File: src/rtl/ahb_master_arbiter.sv
// ---------------------------------------------------------------------------
// ahb_master_arbiter
//   Shares one AHB-Lite master port between the instruction fetch unit (IFU)
//   and the memory access unit (MAU). Exactly one transfer is in flight at a
//   time. Each transfer is a SINGLE, NONSEQ access that passes through the
//   address and data phases. Read data and error status go back to the
//   requester that won arbitration.
//
// Ports
//   hclk, hrstn             clock, asynchronous active-low reset
//   ifu_req/ifu_addr        fetch request (word access)
//   ifu_gnt/ifu_done        accept pulse / completion pulse
//   ifu_rdata/ifu_err       fetched word and error flag, valid with ifu_done
//   mau_req/addr/write/wdata/size  load/store request
//   mau_gnt/mau_done        accept pulse / completion pulse
//   mau_rdata/mau_err       raw load data (0 for stores) and error flag, valid with mau_done
//   haddr..hmastlock        AHB-Lite master outputs
//   hready, hresp, hrdata   AHB-Lite master inputs
//   owner                   last or current grantee (0=IFU, 1=MAU)
//   dbg_state               FSM state (0=IDLE, 1=ADDR, 2=DATA, 3=MISALIGN)
//
// Handshake: a requester raises req and holds its fields stable until it
// sees a one-cycle gnt pulse. The request is sampled only in IDLE. After
// gnt, the requester may drop req or change its fields. Exactly one done
// pulse follows each gnt.
// ---------------------------------------------------------------------------
module ahb_master_arbiter #(
    parameter int unsigned STARVE_MAX = 4
) (
    input  logic        hclk,
    input  logic        hrstn,
    input  logic        ifu_req,
    input  logic [31:0] ifu_addr,
    output logic        ifu_gnt,
    output logic        ifu_done,
    output logic [31:0] ifu_rdata,
    output logic        ifu_err,
    input  logic        mau_req,
    input  logic [31:0] mau_addr,
    input  logic        mau_write,
    input  logic [31:0] mau_wdata,
    input  logic [1:0]  mau_size,
    output logic        mau_gnt,
    output logic        mau_done,
    output logic [31:0] mau_rdata,
    output logic        mau_err,
    output logic [31:0] haddr,
    output logic        hwrite,
    output logic [31:0] hwdata,
    output logic [2:0]  hsize,
    output logic [2:0]  hburst,
    output logic [6:0]  hprot,
    output logic [1:0]  htrans,
    output logic        hmastlock,
    input  logic        hready,
    input  logic        hresp,
    input  logic [31:0] hrdata,
    output logic        owner,
    output logic [1:0]  dbg_state
);

    typedef enum logic [1:0] {
        S_IDLE     = 2'd0,
        S_ADDR     = 2'd1,
        S_DATA     = 2'd2,
        S_MISALIGN = 2'd3
    } state_t;

    localparam logic [3:0] LP_STARVE_MAX = 4'(STARVE_MAX);

    state_t      r_state;
    logic [3:0]  r_starve;
    logic        r_write;
    logic [31:0] r_wdata;

    logic        w_starved;
    logic        w_pick_ifu;
    logic        w_pick_mau;
    logic [31:0] w_sel_addr;
    logic [1:0]  w_sel_size;
    logic        w_misalign;

    // MAU normally wins. IFU wins when it is alone, or when it has watched
    // STARVE_MAX back-to-back MAU grants.
    always_comb begin
        w_starved  = (r_starve == LP_STARVE_MAX);
        w_pick_ifu = ifu_req && (!mau_req || w_starved);
        w_pick_mau = mau_req && !w_pick_ifu;
        w_sel_addr = w_pick_ifu ? ifu_addr : mau_addr;
        w_sel_size = w_pick_ifu ? 2'd2 : mau_size;
        case (w_sel_size)
            2'd0:    w_misalign = 1'b0;
            2'd1:    w_misalign = w_sel_addr[0];
            2'd2:    w_misalign = |w_sel_addr[1:0];
            default: w_misalign = 1'b1;   // size 3 is not a legal MAU access
        endcase
    end

    assign hburst    = 3'b000;
    assign hmastlock = 1'b0;
    assign dbg_state = r_state;

    always_ff @(posedge hclk or negedge hrstn) begin
        if (!hrstn) begin
            r_state   <= S_IDLE;
            r_starve  <= '0;
            r_write   <= 1'b0;
            r_wdata   <= '0;
            ifu_gnt   <= 1'b0;
            ifu_done  <= 1'b0;
            ifu_rdata <= '0;
            ifu_err   <= 1'b0;
            mau_gnt   <= 1'b0;
            mau_done  <= 1'b0;
            mau_rdata <= '0;
            mau_err   <= 1'b0;
            haddr     <= '0;
            hwrite    <= 1'b0;
            hwdata    <= '0;
            hsize     <= '0;
            hprot     <= '0;
            htrans    <= 2'b00;
            owner     <= 1'b0;
        end else begin
            ifu_gnt  <= 1'b0;
            mau_gnt  <= 1'b0;
            ifu_done <= 1'b0;
            mau_done <= 1'b0;
            case (r_state)
                S_IDLE: begin
                    htrans <= 2'b00;
                    // The counter tracks only MAU wins that IFU actually waited through.
                    if (w_pick_ifu || !ifu_req) begin
                        r_starve <= '0;
                    end else if (w_pick_mau && (r_starve != LP_STARVE_MAX)) begin
                        r_starve <= r_starve + 4'd1;
                    end
                    if (w_pick_ifu || w_pick_mau) begin
                        ifu_gnt <= w_pick_ifu;
                        mau_gnt <= w_pick_mau;
                        owner   <= w_pick_mau;
                        r_write <= w_pick_mau && mau_write;
                        r_wdata <= mau_wdata;
                        if (w_misalign) begin
                            r_state <= S_MISALIGN;
                        end else begin
                            r_state <= S_ADDR;
                            htrans  <= 2'b10;
                            haddr   <= w_sel_addr;
                            hwrite  <= w_pick_mau && mau_write;
                            hsize   <= {1'b0, w_sel_size};
                            hprot   <= w_pick_ifu ? 7'h02 : 7'h03;
                        end
                    end
                end
                S_ADDR: begin
                    if (hready) begin
                        r_state <= S_DATA;
                        htrans  <= 2'b00;
                        hwdata  <= r_write ? r_wdata : 32'h0;
                    end
                end
                S_DATA: begin
                    // A two-cycle ERROR response shows hresp=1 with hready=0
                    // first. We wait here until the cycle that completes it.
                    if (hready) begin
                        r_state <= S_IDLE;
                        hwdata  <= 32'h0;
                        if (owner) begin
                            mau_done  <= 1'b1;
                            mau_rdata <= r_write ? 32'h0 : hrdata;
                            mau_err   <= hresp;
                        end else begin
                            ifu_done  <= 1'b1;
                            ifu_rdata <= hrdata;
                            ifu_err   <= hresp;
                        end
                    end
                end
                S_MISALIGN: begin
                    r_state <= S_IDLE;
                    if (owner) begin
                        mau_done  <= 1'b1;
                        mau_rdata <= 32'h0;
                        mau_err   <= 1'b1;
                    end else begin
                        ifu_done  <= 1'b1;
                        ifu_rdata <= 32'h0;
                        ifu_err   <= 1'b1;
                    end
                end
                default: r_state <= S_IDLE;
            endcase
        end
    end

endmodule
File: config.mk
export PLATFORM = sky130hd
export DESIGN_NAME = ahb_master_arbiter
export DESIGN_NICKNAME = d
export VERILOG_FILES = /design/src/rtl/ahb_master_arbiter.sv
export SDC_FILE = /design/constraint.sdc
export NUM_CORES = 1
export LEC_CHECK = 0
export BUFFER_PORTS_ARGS = -buffer_cell sky130_fd_sc_hd__buf_4
export CAP_MARGIN = 20
export CORE_UTILIZATION = 34
export DETAILED_ROUTE_END_ITERATION = 10
export PLACE_DENSITY = 0.58
export SLEW_MARGIN = 20
export SYNTH_ARGS = -nofsm -noshare
export SYNTH_HDL_FRONTEND = slang
export SYNTH_SLANG_ARGS = --single-unit
File: constraint.sdc
create_clock -name hclk -period 2.3 [get_ports hclk]
set_input_delay 0.115 -clock hclk [delete_from_list [all_inputs] [get_ports hclk]]
set_output_delay 0.115 -clock hclk [all_outputs]
set_load 0.02 [all_outputs]
==> impl_metrics.tcl <==
set metrics [dict create \
    drcViolationCount 0 \
    post_drt_wl_per_cell_um 15.08 \
    grt.total_usage_pct 19.26 \
    grt_pass1_wl_um 33320 \
    path_clk_slew_ns 0.07 \
    hpwl_um 13880 \
    syn-cell-area_mm2 0.007348 \
    clock_latency_ns 0.43 \
    p_clk_share_pct 19.6 \
    vias 6603 \
    die-height_um 149.0 \
    drive_above_1_share_pct 30.32 \
    cts_tree "built" \
    arrival_ns 2.28 \
    grt_pass1_vias 6384 \
    place_area_mm2 0.009728 \
    seq_area_frac_synth_pct 61.30 \
    hp-class "primary input to flip-flop" \
    yosys_most_used_dff "dfrtp_1" \
    synth_seq_cells 180 \
    worstSetupStartpointType "flip-flop" \
    layout_common_cells "buf_4 (293), nand2_1 (252), dfrtp_1 (180), dlygate4sd3_1 (130), o21ai_1 (45)" \
    critPathKind "flip-flop to flip-flop" \
    critPathBufInv 2 \
    crit_family "compound AO/OA/AOI/OAI gates" \
    timing.rr.end "haddr[25]" \
    wirelength_um 21300 \
    grt_overflow_total 0 \
    r2r_cells 7 \
    max_freq_mhz 505.4 \
    status "completed" \
    regToRegStartpoint "r_starve[0]" \
    whs_path_depth 3 \
    ios 291 \
    r2r_setup_slack_ns 0.32 \
    detail-route-antenna-nets 0 \
    htree_levels 4 \
    pwr-share-seq_pct 36.6 \
    grt_antenna_before_repair 0 \
    swShare_pct 40.46 \
    setup_viol 0 \
    p_int_w 0.008549 \
    cts.sink_count 180 \
    placedCellCount 1251 \
    first_pass_iters 5 \
    fin_crit_ns 1.979 \
    min_to "haddr[12]" \
    synth-edff-count 0 \
    cts_buffers 17 \
    pwr-share-comb_pct 43.8 \
    leakage_nw 5.897 \
    hold_start "ifu_addr[12]" \
    synthArstFlopShare_pct 100.0 \
    switching_power_w 0.005808 \
    slew_headroom_pct 51.84 \
    synthTopCellsByArea "dfrtp_1 (61%), nand2_1 (13%), a221o_1 (4.1%)" \
    hold_viol 0 \
    final_common_cell "buf_4" \
    skew_ns 0.009333 \
    viasPerCell 4.673 \
    worstPathRequired_ns 2.60 \
    cts-root-buf "clkbuf_16" \
    power_density_mw_per_mm2 1238 \
    yosysTopAreaCell "dfrtp_1" \
    start_util_pct 34.85 \
    worst_pin_slew_ns 0.7197 \
    diodes 0 \
    core_area_mm2 0.02109 \
    dieArea_mm2 0.02220 \
    postSynthCellCount 725 \
    yosysWarnings 0 \
    place.gp.congestion 0.7879 \
    die_x_um 149.0 \
    cap_violations 0 \
    final_area_mm2 0.01160 \
    ir_drop_v 0.0006926 \
    postCtsSetupRepairBufs 0 \
    synth_top_area_share_pct 61.30 \
    setup_total_negative_slack_ns 0 \
    nets 1264 \
    rsz0062_at_grt "false" \
    portBuffers 279 \
    synth.distinct_cells 40 \
    syn_area_per_cell_um2 10.14 \
    cp_max_fo 36 \
    report.final.slew_viol_count 0 \
    post_layout_nonfiller_instances 1413 \
    initialDrtViolationCount 237 \
    worstPathCellList "inv_1 > ha_1 > and3b_4 > o2111a_4 > a21oi_4 > buf_12 > a221o_1" \
    grt_max_degree 69 \
    critPathMaxStageDelay_ns 0.42 \
    min_period_over_period_pct 86.03 \
    rows 53 \
    slowest_stage "dfrtp_1" \
    cts_max_path_buffers 2 \
    areaGrowthSynthToFinish_pct 57.81 \
    endpoint_kind "flip-flop" \
]
registers in the layout, indices dropped and copies added, names as in the netlist:
| name | flops |
|---|---|
| haddr | 32 |
| hwdata | 32 |
| ifu_rdata | 32 |
| mau_rdata | 32 |
| r_wdata | 32 |
| r_starve | 4 |
| dbg_state | 2 |
| hprot | 2 |
| hsize | 2 |
| htrans | 1 |
| hwrite | 1 |
| ifu_done | 1 |
| ifu_err | 1 |
| ifu_gnt | 1 |
| mau_done | 1 |
| mau_err | 1 |
| mau_gnt | 1 |
| owner | 1 |
| r_write | 1 |
metal layers:
metal / GRT usage, % / wire [um] / part of all wire, % / vias up
li1: - / - / - / 3221
met4: 6.224 / 314 / 1.5 / 0
met2: 31.07 / 10210 / 48 / 244
met5: 0 / 0 / 0 / -
met1: 25.46 / 9259 / 43 / 3109
met3: 4.618 / 1517 / 7.1 / 29
cells in the mapped netlist, drive strengths merged (3+ instances only):
cell / count
clkbuf: 21
nand3: 40
o2bb2ai: 3
nor2: 10
or2: 3
o21ai: 55
nand2: 252
inv: 8
nor3: 4
nand2b: 5
a22o: 24
a221o: 30
buf: 36
a21oi: 6
dfrtp: 180
and2: 30
logic make-up after synthesis:
| group | after synthesis | share of synthesized area (%) |
|---|---|---|
| fa+ha+maj | 2 | 0.3405 |
| xor+xnor | 1 | 0.1192 |
| other cells | 1 | 0.05103 |
| simple gates | 347 | 20.25 |
| flops | 180 | 61.30 |
| compound gates | 129 | 13.13 |
| buf+inv | 65 | 4.819 |
how the worst max path moves through the flow:
| stage | from | to | slack (ns) | depth (start not counted) |
|---|---|---|---|---|
| floorplan | r_starve[0] | haddr[27] | 0.55 | 7 |
| global placement | r_starve[0] | haddr[18] | 0.34 | 7 |
| detailed placement | r_starve[0] | haddr[25] | 0.30 | 7 |
| CTS | r_starve[0] | haddr[25] | 0.30 | 7 |
| global route | r_starve[0] | haddr[15] | 0.22 | 7 |
| finish | r_starve[0] | haddr[25] | 0.32 | 7 |
power groups by stage:
stage	sequential, W	clock, W	combinational [W]
2_1_floorplan	0.00645	0	0.00227
3_3_place_gp	0.00530	0	0.00609
3_5_place_dp	0.00530	0	0.00619
4_1_cts	0.00526	0.00290	0.00636
5_1_grt	0.00542	0.00304	0.00685
6_report	0.00525	0.00281	0.00629
layout make-up:
type | instances | area, um^2
Sequential cell | 180 | 4504
Multi-Input combinational cell | 490 | 2556
Inverter | 8 | 30.03
Timing Repair Buffer | 428 | 3595
Fill cell | 1873 | 9492
Tap cell | 275 | 344.1
Clock buffer | 18 | 429.2
Clock inverter | 14 | 137.6
per-stage QoR:
stage          total power, W  utilization [%]  setup WS, ns  hold slack, ns
3_5_place_dp          0.01149            46.13        0.3046          0.1679
4_1_cts               0.01453            54.99        0.3006       0.0006486
2_1_floorplan        0.008717                -        0.5453         -0.1806
3_3_place_gp          0.01139            46.10        0.3373          0.1627
5_1_grt               0.01531            54.99        0.2157         0.01303
6_report              0.01436            54.99        0.3213         0.01730
worst register-to-register path: cells and delay by family, from the launching register on:
family                   cells  cell delay, ns
flip-flops                   1            0.42
buffers and inverters        2            0.25
AO/OA/AOI/OAI                3            0.82
adder cells (fa/ha/maj)      1            0.16
AND/OR/NAND/NOR              1            0.22
repair_timing:
action                                  CTS  global route
endpoints found under the hold margin   197             0
gates resized for setup                   0             0
endpoints found under the setup margin    0             0
hold buffers                            130             0
No activity file was read; power rests on OpenSTA's default activity.
